--- src/rtl/m_mem_arbiter_pkg.sv ---
// m_mem_arbiter_pkg: shared widths, D-streak limit and response tag encoding
package m_mem_arbiter_pkg;
    localparam int ADDR_W_DEF = 12;
    localparam int DATA_W_DEF = 32;
    localparam int MAX_D_STREAK_DEF = 4;
    typedef enum logic [1:0] {TAG_NONE = 2'd0, TAG_I = 2'd1, TAG_D = 2'd2} tag_e;
endpackage

--- src/rtl/m_mem_arbiter_if.sv ---
// m_mem_arbiter_if: instruction port, data port and memory-side signals of the arbiter
interface m_mem_arbiter_if
    import m_mem_arbiter_pkg::*;
#(
    parameter int ADDR_W = ADDR_W_DEF,
    parameter int DATA_W = DATA_W_DEF
);
    logic              w_i_req;
    logic [ADDR_W-1:0] w_i_addr;
    logic              w_i_flush;
    logic              w_i_gnt;
    logic              w_i_rvalid;
    logic [DATA_W-1:0] w_i_rdata;
    logic              w_d_req;
    logic              w_d_we;
    logic [ADDR_W-1:0] w_d_addr;
    logic [DATA_W-1:0] w_d_wdata;
    logic              w_d_gnt;
    logic              w_d_rvalid;
    logic [DATA_W-1:0] w_d_rdata;
    logic [ADDR_W-1:0] w_m_addr;
    logic              w_m_we;
    logic [DATA_W-1:0] w_m_wdata;
    logic [DATA_W-1:0] w_m_rdata;

    modport slave (
        input  w_i_req, w_i_addr, w_i_flush, w_d_req, w_d_we, w_d_addr, w_d_wdata, w_m_rdata,
        output w_i_gnt, w_i_rvalid, w_i_rdata, w_d_gnt, w_d_rvalid, w_d_rdata,
               w_m_addr, w_m_we, w_m_wdata
    );
    modport master (
        output w_i_req, w_i_addr, w_i_flush, w_d_req, w_d_we, w_d_addr, w_d_wdata, w_m_rdata,
        input  w_i_gnt, w_i_rvalid, w_i_rdata, w_d_gnt, w_d_rvalid, w_d_rdata,
               w_m_addr, w_m_we, w_m_wdata
    );
endinterface

--- src/rtl/m_mem_arbiter_pick.sv ---
// m_arb_pick: D-over-I priority with a contended-D streak counter that forces an I grant
module m_arb_pick
    import m_mem_arbiter_pkg::*;
#(
    parameter int MAX_D_STREAK = MAX_D_STREAK_DEF
) (
    input  logic w_clk,
    input  logic w_rst_n,
    input  logic w_i_req,
    input  logic w_d_req,
    output logic w_i_gnt,
    output logic w_d_gnt
);
    localparam int SW = $clog2(MAX_D_STREAK + 1);
    localparam logic [SW-1:0] STREAK_MAX = SW'(MAX_D_STREAK);

    logic [SW-1:0] r_streak;
    logic          w_i_force;

    always_comb begin
        w_i_force = w_i_req & (r_streak == STREAK_MAX);
        w_d_gnt = w_rst_n & w_d_req & ~w_i_force;
        w_i_gnt = w_rst_n & w_i_req & ~w_d_gnt;
    end

    // Only D grants that actually kept I waiting count towards the streak
    always_ff @(posedge w_clk or negedge w_rst_n)
        if (!w_rst_n) r_streak <= '0;
        else if (w_i_gnt || !w_i_req) r_streak <= '0;
        else if (w_d_gnt && r_streak != STREAK_MAX) r_streak <= r_streak + 1'b1;
endmodule

--- src/rtl/m_mem_arbiter.sv ---
// m_mem_arbiter: shares one 1-cycle-latency memory between instruction and data ports,
// tagging each grant so the next-cycle read data is routed to the right port.
module m_mem_arbiter
    import m_mem_arbiter_pkg::*;
#(
    parameter int MAX_D_STREAK = MAX_D_STREAK_DEF
) (
    input logic            w_clk,
    input logic            w_rst_n,
    m_mem_arbiter_if.slave bus
);
    localparam int DW = $bits(bus.w_m_rdata);

    tag_e          r_tag;
    logic [DW-1:0] r_i_hold;
    logic [DW-1:0] r_d_hold;

    m_arb_pick #(.MAX_D_STREAK(MAX_D_STREAK)) u_pick (
        .w_clk   (w_clk),
        .w_rst_n (w_rst_n),
        .w_i_req (bus.w_i_req),
        .w_d_req (bus.w_d_req),
        .w_i_gnt (bus.w_i_gnt),
        .w_d_gnt (bus.w_d_gnt)
    );

    always_comb begin
        bus.w_m_addr = bus.w_i_gnt ? bus.w_i_addr : bus.w_d_addr;
        bus.w_m_we = bus.w_d_gnt & bus.w_d_we;
        bus.w_m_wdata = bus.w_d_wdata;
        bus.w_i_rvalid = (r_tag == TAG_I) & ~bus.w_i_flush;
        bus.w_d_rvalid = r_tag == TAG_D;
        bus.w_i_rdata = bus.w_i_rvalid ? bus.w_m_rdata : r_i_hold;
        bus.w_d_rdata = bus.w_d_rvalid ? bus.w_m_rdata : r_d_hold;
    end

    // A flushed I response never reaches the holding register
    always_ff @(posedge w_clk or negedge w_rst_n)
        if (!w_rst_n) begin
            r_tag <= TAG_NONE;
            r_i_hold <= '0;
            r_d_hold <= '0;
        end else begin
            r_tag <= bus.w_i_gnt ? TAG_I : (bus.w_d_gnt & ~bus.w_d_we) ? TAG_D : TAG_NONE;
            if (bus.w_i_rvalid) r_i_hold <= bus.w_m_rdata;
            if (bus.w_d_rvalid) r_d_hold <= bus.w_m_rdata;
        end
endmodule

--- src/flat_wrapper.sv ---
// flat-port wrapper written by rule: the top's interface ports become plain ports
module m_mem_arbiter_flat import m_mem_arbiter_pkg::*;
#(
    parameter int MAX_D_STREAK = MAX_D_STREAK_DEF
)
  (w_clk, w_rst_n, bus_w_i_req, bus_w_i_addr, bus_w_i_flush, bus_w_d_req, bus_w_d_we, bus_w_d_addr, bus_w_d_wdata, bus_w_m_rdata, bus_w_i_gnt, bus_w_i_rvalid, bus_w_i_rdata, bus_w_d_gnt, bus_w_d_rvalid, bus_w_d_rdata, bus_w_m_addr, bus_w_m_we, bus_w_m_wdata);
  m_mem_arbiter_if #(.ADDR_W(12), .DATA_W(32)) bus_i ();
  input logic w_clk;
  input logic w_rst_n;
  input wire logic [$bits(bus_i.w_i_req)-1:0] bus_w_i_req;
  input wire logic [$bits(bus_i.w_i_addr)-1:0] bus_w_i_addr;
  input wire logic [$bits(bus_i.w_i_flush)-1:0] bus_w_i_flush;
  input wire logic [$bits(bus_i.w_d_req)-1:0] bus_w_d_req;
  input wire logic [$bits(bus_i.w_d_we)-1:0] bus_w_d_we;
  input wire logic [$bits(bus_i.w_d_addr)-1:0] bus_w_d_addr;
  input wire logic [$bits(bus_i.w_d_wdata)-1:0] bus_w_d_wdata;
  input wire logic [$bits(bus_i.w_m_rdata)-1:0] bus_w_m_rdata;
  output wire logic [$bits(bus_i.w_i_gnt)-1:0] bus_w_i_gnt;
  output wire logic [$bits(bus_i.w_i_rvalid)-1:0] bus_w_i_rvalid;
  output wire logic [$bits(bus_i.w_i_rdata)-1:0] bus_w_i_rdata;
  output wire logic [$bits(bus_i.w_d_gnt)-1:0] bus_w_d_gnt;
  output wire logic [$bits(bus_i.w_d_rvalid)-1:0] bus_w_d_rvalid;
  output wire logic [$bits(bus_i.w_d_rdata)-1:0] bus_w_d_rdata;
  output wire logic [$bits(bus_i.w_m_addr)-1:0] bus_w_m_addr;
  output wire logic [$bits(bus_i.w_m_we)-1:0] bus_w_m_we;
  output wire logic [$bits(bus_i.w_m_wdata)-1:0] bus_w_m_wdata;
  assign bus_i.w_i_req = bus_w_i_req;
  assign bus_i.w_i_addr = bus_w_i_addr;
  assign bus_i.w_i_flush = bus_w_i_flush;
  assign bus_i.w_d_req = bus_w_d_req;
  assign bus_i.w_d_we = bus_w_d_we;
  assign bus_i.w_d_addr = bus_w_d_addr;
  assign bus_i.w_d_wdata = bus_w_d_wdata;
  assign bus_i.w_m_rdata = bus_w_m_rdata;
  assign bus_w_i_gnt = bus_i.w_i_gnt;
  assign bus_w_i_rvalid = bus_i.w_i_rvalid;
  assign bus_w_i_rdata = bus_i.w_i_rdata;
  assign bus_w_d_gnt = bus_i.w_d_gnt;
  assign bus_w_d_rvalid = bus_i.w_d_rvalid;
  assign bus_w_d_rdata = bus_i.w_d_rdata;
  assign bus_w_m_addr = bus_i.w_m_addr;
  assign bus_w_m_we = bus_i.w_m_we;
  assign bus_w_m_wdata = bus_i.w_m_wdata;
  m_mem_arbiter #(.MAX_D_STREAK(MAX_D_STREAK)) u_core (.w_clk(w_clk), .w_rst_n(w_rst_n), .bus(bus_i));
endmodule
--- config.mk ---
export PLATFORM = sky130hd
export DESIGN_NAME = m_mem_arbiter_flat
export DESIGN_NICKNAME = d
export VERILOG_FILES = /design/src/rtl/m_mem_arbiter_pkg.sv /design/src/rtl/m_mem_arbiter_if.sv /design/src/rtl/m_mem_arbiter_pick.sv /design/src/rtl/m_mem_arbiter.sv /design/src/flat_wrapper.sv
export SDC_FILE = /design/constraint.sdc
export NUM_CORES = 1
export LEC_CHECK = 0
export ABC_AREA = 1
export BUFFER_PORTS_ARGS = -buffer_cell sky130_fd_sc_hd__buf_2
export CORE_MARGIN = 2
export CORE_UTILIZATION = 38
export DETAILED_ROUTE_END_ITERATION = 7
export PLACE_DENSITY = 0.83
export SETUP_SLACK_MARGIN = 0.4
export SYNTH_ARGS = -nofsm -noshare
export SYNTH_HDL_FRONTEND = slang
export SYNTH_SLANG_ARGS = --single-unit
--- constraint.sdc ---
create_clock -name w_clk -period 1.4 [get_ports w_clk]
set_clock_uncertainty 0.2 [all_clocks]
set_input_delay 0.07 -clock w_clk [delete_from_list [all_inputs] [get_ports w_clk]]
set_output_delay 0.07 -clock w_clk [all_outputs]
set_load 0.1 [all_outputs]
==> results.json, run 1 <==
{
  "netlist_area_um2": 3110,
  "power_frac_comb_pct": 63.6,
  "clk_pin_slew_ns": 0.10,
  "hp-class": "primary input to async pin",
  "synthCells": 348,
  "nets": 657,
  "grt_max_degree": 57,
  "wirelength_um": 17700,
  "tightest_slew_ns": 0.747,
  "overflow": 0,
  "cts_buffer_depth": 2,
  "ir_drop_mv": 1.01,
  "area_delta_synth_final_pct": 149,
  "drcViolationCount": 0,
  "clk-insertion-delay-late_ns": 0.35,
  "cts_hold_buf": 35,
  "drtPass1Iterations": 4,
  "violations": "hold timing, setup timing",
  "max-cap-violations": 0,
  "rsz0062_at_grt": "yes",
  "ant_nets": 0,
  "ios": 207,
  "drt_iter0_markers": 206,
  "grt_pass1_vias": 3668,
  "sequentialPowerShare_pct": 22.3,
  "wl_per_cell_um": 26.4,
  "arrival_ns": 1.78,
  "num_rows": 33,
  "synthMuxAreaShare_pct": 0,
  "relSlewSlack_pct": 50.2,
  "postLayoutCellArea_um2": 7760,
  "viasPerCell": 5.40,
  "finalCritPeriodShare_pct": 147,
  "switching_share_pct": 51.3,
  "start_kind": "flop",
  "drive_gt1_share_pct": 78.8,
  "placed_area_um2": 6060,
  "io_buffers": 142,
  "synth_xor_area_share_pct": 0,
  "period_minus_slack_ns": 2.05,
  "clk_root_buffer_cell": "clkbuf_8",
  "antenna_found_initial": 0,
  "core_um2": 8090,
  "synthSimpleGateAreaFrac_pct": 15.4,
  "intPower_mw": 5.93,
  "syn_nets": 444,
  "cts.sinks": 69,
  "cts_buffers": 9,
  "crit_required_ns": 1.13,
  "grt_first_pass_wirelength_um": 19700,
  "synth_compound_area_share_pct": 10.9,
  "synth_warnings": 0,
  "htreeDepth": 3,
  "die_area_um2": 8930,
  "vias": 3622,
  "startpoint": "u_core.u_pick.r_streak[1]$_DFFE_PN0P_",
  "diodes": 0,
  "net-switching-power_mw": 6.23,
  "setup_ws_ns": -0.654,
  "power_density_nw_per_um2": 1570,
  "hold_viol_final": 114,
  "status": "finished with violations",
  "clkPwrFrac_pct": 14.1,
  "rr_startpoint": "u_core.r_tag[0]$_DFF_PN0_",
  "synth_top_family_by_area": "buffers and inverters",
  "die_h_um": 94.5,
  "critical_path_class": "flop to output port",
  "hpwl_um": 7990,
  "fmax_mhz": 487,
  "die_x_um": 94.5,
  "placedCellCount": 586,
  "hold_ws_ns": -0.235,
  "gp_congestion": 0.748,
  "floorplan.initialDensity_pct": 38.5,
  "final_max_slew_viol_count": 0,
  "yosys.area_share.adder_pct": 0.804,
  "final_cells": 671,
  "setup_viol": 138,
  "syn_area_per_cell_um2": 8.94,
  "ys_ff_latch": 69,
  "yosysSeqAreaShare_pct": 55.5,
  "end_kind": "output port",
  "path_max_fanout": 5,
  "grt_use_total_pct": 29.3,
  "p_leak_nw": 3.57,
  "synth_cell_types": 17,
  "cts_tree": "yes",
  "tns_ns": -52.97
}
[through the flow]
stage / util [%] / worst slack (ns) / total power, mW / hold WS, ns
3_3_place_gp: 74.9 / -0.163 / 8.90 / -0.0912
5_1_grt: 95.9 / -0.674 / 12.4 / -0.160
4_1_cts: 86.6 / -0.525 / 11.3 / -0.214
3_5_place_dp: 74.9 / -0.216 / 9.04 / -0.0827
6_report: 95.9 / -0.654 / 12.2 / -0.235
2_1_floorplan: - / -0.428 / 7.11 / -0.426
[cells in the final DEF, fill, tap and decap left out, types with 2 or more instances in the layout]
cell / Yosys / final
nand2_2: 0 / 22
buf_8: 0 / 5
buf_2: 3 / 61
nor2_4: 0 / 2
buf_16: 0 / 5
nand2_4: 2 / 66
nand3_4: 0 / 6
clkbuf_2: 0 / 32
dfrtp_1: 69 / 68
buf_6: 8 / 32
nand3_2: 1 / 3
nand2_8: 0 / 8
nand3_1: 12 / 4
clkbuf_16: 0 / 7
buf_4: 34 / 12
dlygate4sd3_1: 0 / 2
nand4_1: 3 / 3
inv_4: 0 / 2
clkinv_4: 0 / 2
buf_12: 0 / 91
inv_1: 43 / 35
clkbuf_8: 0 / 9
inv_2: 1 / 3
o21ai_4: 0 / 64
clkinv_2: 0 / 2
clkinvlp_4: 0 / 5
nand2_1: 95 / 4
[repair_timing]
| action | in CTS | in global routing |
|---|---|---|
| buffers inserted | 6 | 13 |
| pin swaps | 8 | 20 |
| setup endpoints to repair | 150 | 195 |
| resized for setup | 82 | 231 |
| gates cloned | 4 | 11 |
| hold endpoints to repair | 152 | 114 |
[cell type report]
type	instances	area, µm²
clock buffers	9	124
clock inverters	7	73.8
fillers	163	329
inverters	44	185
multi-input cells	189	2360
flip-flops and latches	69	1730
well taps	105	131
repair buffers	248	3160
[flip-flops by register name, summed over array words and instances (netlist names)]
signal                  flops
u_core.u_pick.r_streak      3
u_core.r_tag                2
u_core.r_d_hold            32
u_core.r_i_hold            32
[final timing paths]
path | cells after the start | end | slack [ns]
worst max register to register | 9 | u_core.r_i_hold[13]$_DFF_PN0_ | -0.29
worst max-delay path | 8 | bus_w_m_addr[4] | -0.65
min in group w_clk | 3 | u_core.r_i_hold[10]$_DFF_PN0_ | -0.10
max in group asynchronous | 3 | u_core.r_tag[1]$_DFF_PN0_ | 0.57
worst min-delay path | 2 | u_core.r_d_hold[0]$_DFF_PN0_ | -0.23
worst min register to register | 2 | u_core.r_d_hold[25]$_DFF_PN0_ | 0.34
[kinds of logic after synthesis]
group	count (synthesis)
AOI/OAI and AO/OA	68
buffers and inverters	93
adders and majority gates	2
DFF	69
and+or+nand+nor	116
[synthesized netlist by cell type]
master    instances  area [µm²]
o21ai_1          23         115
o21ai_0          43         215
nand3_2           1        10.0
buf_2             3        15.0
inv_1            43         161
inv_2             1        3.75
a21oi_1           2        10.0
nand4_1           3        18.8
nand2_4           2        22.5
nand3_1          12        60.1
buf_6             8        90.1
nand2_1          95         357
ha_1              2        25.0
dfrtp_1          69        1730
nor2_1            3        11.3
clkbuf_1          4        15.0
buf_4            34         255
[power groups by stage]
stage	Clock [mW]	Sequential (mW)	Combinational (mW)
2_1_floorplan	0	2.47	4.64
3_3_place_gp	0	2.48	6.43
3_5_place_dp	0	2.51	6.54
6_report	1.71	2.71	7.74
5_1_grt	1.79	2.73	7.90
4_1_cts	1.65	2.52	7.16
[critical path, stage by stage (launching register included)]
cell     delay [ns]
dfrtp_1        0.41
inv_2          0.10
ha_4           0.17
nand3_4        0.12
nand2_4        0.12
buf_4          0.14
nand3_2        0.11
nand2_4        0.10
buf_12         0.17
[metal layers]
metal | part of all wire (%) | global-route usage [%] | wire length [µm]
met2 | 54 | 55.5 | 9660
met4 | 5.0 | 11.5 | 880
met3 | 7.5 | 5.83 | 1340
met1 | 33 | 31.9 | 5860
met5 | 0 | 0 | 0
Note: power is estimated with default switching activity, not from simulation.
==> run 2, diff against run 1 <==
--- a/config.mk
+++ b/config.mk
@@ -10,6 +10,7 @@
 export CORE_MARGIN = 2
 export CORE_UTILIZATION = 38
 export DETAILED_ROUTE_END_ITERATION = 7
+export GPL_TIMING_DRIVEN = 0
 export PLACE_DENSITY = 0.83
 export SETUP_SLACK_MARGIN = 0.4
 export SYNTH_ARGS = -nofsm -noshare
==> run 2 against run 1 <==
Net effect: the run now fails in 5_1_grt; synthesized cell count did not move; area after synthesis stayed put.
==> results.json, run 2 <==
{
  "status": "stopped before the end",
  "stop_stage": "5_1_grt",
  "tool.error": "[ERROR DPL-0033] detailed placement checks failed during check placement.",
  "gp_congestion": 0.742,
  "syn_area_per_cell_um2": 8.94,
  "endpoint_type": "output port",
  "crit_endpoint": "bus_w_m_addr[1]",
  "cts_buffers": 9,
  "die_x_um": 94.5,
  "cts.sinks": 69,
  "grt_max_degree": 73,
  "synthCells": 348,
  "synth_warnings": 0,
  "floorplan.initialDensity_pct": 38.5,
  "yosys-top-cells-count": "nand2_1, dfrtp_1, inv_1, o21ai_0, buf_4",
  "synth_edf_count": 0,
  "num_rows": 33,
  "htreeDepth": 3,
  "clk_root_buffer_cell": "clkbuf_8",
  "ios": 207,
  "io_buffers": 174,
  "synth_cell_types": 17,
  "hpwl_um": 7030,
  "ys_ff_latch": 69,
  "antenna_found_initial": 0,
  "ys.flop_type": "dfrtp_1",
  "async_flop_share_pct": 100,
  "yosysSeqAreaShare_pct": 55.5,
  "syn_nets": 444,
  "yosysMostFrequentCell": "nand2_1",
  "die_h_um": 94.5,
  "synth_top_area_cell": "dfrtp_1",
  "synth_top_area_share_pct": 55.5,
  "ys_top_cells_by_area": "dfrtp_1, nand2_1, buf_4",
  "cts_buffer_depth": 2,
  "netlist_area_um2": 3110,
  "dp_slack_ns": -0.940
}
run 2: cell counts after synthesis:
No cell type changed its count.
run 2: what timing repair did:
action	in CTS
endpoints found under the setup margin	150
setup buffers	16
cloned	11
pin swaps	12
gates resized for setup	459
endpoints found under the hold margin	134
hold buffers	2
run 2: logic make-up after synthesis:
group | synth area share [%]
adder cells (fa/ha/maj) | 0.804
flip-flops | 55.5
AND/OR/NAND/NOR | 15.4
buffers and inverters | 17.4
AO/OA/AOI/OAI | 10.9
run 2: per-stage QoR:
stage	TNS (ns)	cell area [µm²]	std cells	utilization [%]
4_1_cts	-41.60	7380	671	91.2
3_3_place_gp	-67.06	5110	627	63.2
2_1_floorplan	-36.60	4110	348	-
3_5_place_dp	-41.14	5110	627	63.2
==> run 3, diff against run 2 <==
--- a/config.mk
+++ b/config.mk
@@ -8,11 +8,10 @@
 export ABC_AREA = 1
 export BUFFER_PORTS_ARGS = -buffer_cell sky130_fd_sc_hd__buf_2
 export CORE_MARGIN = 2
-export CORE_UTILIZATION = 38
+export CORE_UTILIZATION = 40
 export DETAILED_ROUTE_END_ITERATION = 7
 export GPL_TIMING_DRIVEN = 0
-export PLACE_DENSITY = 0.83
-export SETUP_SLACK_MARGIN = 0.4
+export PLACE_DENSITY_LB_ADDON = 0.15
 export SYNTH_ARGS = -nofsm -noshare
 export SYNTH_HDL_FRONTEND = slang
 export SYNTH_SLANG_ARGS = --single-unit
==> constraint.sdc (replaced) <==
create_clock -name w_clk -period 1.8 [get_ports w_clk]
set_clock_uncertainty 0.2 [all_clocks]
set_input_delay 0.09 -clock w_clk [delete_from_list [all_inputs] [get_ports w_clk]]
set_output_delay 0.09 -clock w_clk [all_outputs]
set_load 0.1 [all_outputs]
==> run 3 against run 2 <==
Net effect: the run again fails in 5_1_grt; synthesized cell count unchanged; area after synthesis did not move.
==> results.json, run 3 <==
{
  "status": "stopped before the end",
  "stop_stage": "5_1_grt",
  "tool.error": "[ERROR DPL-0038] Utilization greater than 100%, impossible to legalize",
  "crit_endpoint": "bus_w_m_addr[10]",
  "endpoint_type": "output port",
  "io_buffers": 174,
  "yosysSeqAreaShare_pct": 55.5,
  "cts_buffers": 9,
  "syn_nets": 444,
  "synth_top_area_share_pct": 55.5,
  "gp_congestion": 0.737,
  "syn_area_per_cell_um2": 8.94,
  "die_x_um": 92.2,
  "async_flop_share_pct": 100,
  "ys_top_cells_by_area": "dfrtp_1, nand2_1, buf_4",
  "htreeDepth": 3,
  "ios": 207,
  "num_rows": 32,
  "synth_cell_types": 17,
  "clk_root_buffer_cell": "clkbuf_8",
  "grt_max_degree": 73,
  "cts_buffer_depth": 2,
  "cts.sinks": 69,
  "ys_ff_latch": 69,
  "netlist_area_um2": 3110,
  "synth_warnings": 0,
  "ys.flop_type": "dfrtp_1",
  "floorplan.initialDensity_pct": 40.7,
  "placed_area_um2": 4760,
  "hpwl_um": 6370,
  "die_h_um": 92.2,
  "yosys-top-cells-count": "nand2_1, dfrtp_1, inv_1, o21ai_0, buf_4",
  "synthCells": 348,
  "synth_edf_count": 0,
  "synth_top_area_cell": "dfrtp_1",
  "yosysMostFrequentCell": "nand2_1"
}
run 3: cell counts after synthesis:
Identical to the previous run, type by type.
run 3: logic make-up after synthesis:
group,Yosys count,share of synthesized area [%]
AOI/OAI and AO/OA,68,10.9
adders and majority gates,2,0.804
and+or+nand+nor,116,15.4
DFF,69,55.5
buffers and inverters,93,17.4
run 3: per-stage QoR:
| stage | worst slack [ns] | setup TNS [ns] | cells |
|---|---|---|---|
| CTS | -0.192 | -6.84 | 698 |
| detailed placement | -0.514 | -7.67 | 624 |
| global placement | -1.02 | -16.88 | 624 |
| floorplan | -0.253 | -6.93 | 348 |
run 3: what timing repair did:
| action | CTS |
|---|---|
| buffers inserted | 12 |
| gates resized for setup | 397 |
| setup endpoints to repair | 81 |
| endpoints found under the hold margin | 133 |
| pin swaps | 5 |
| hold buffers | 36 |
| gates cloned | 10 |
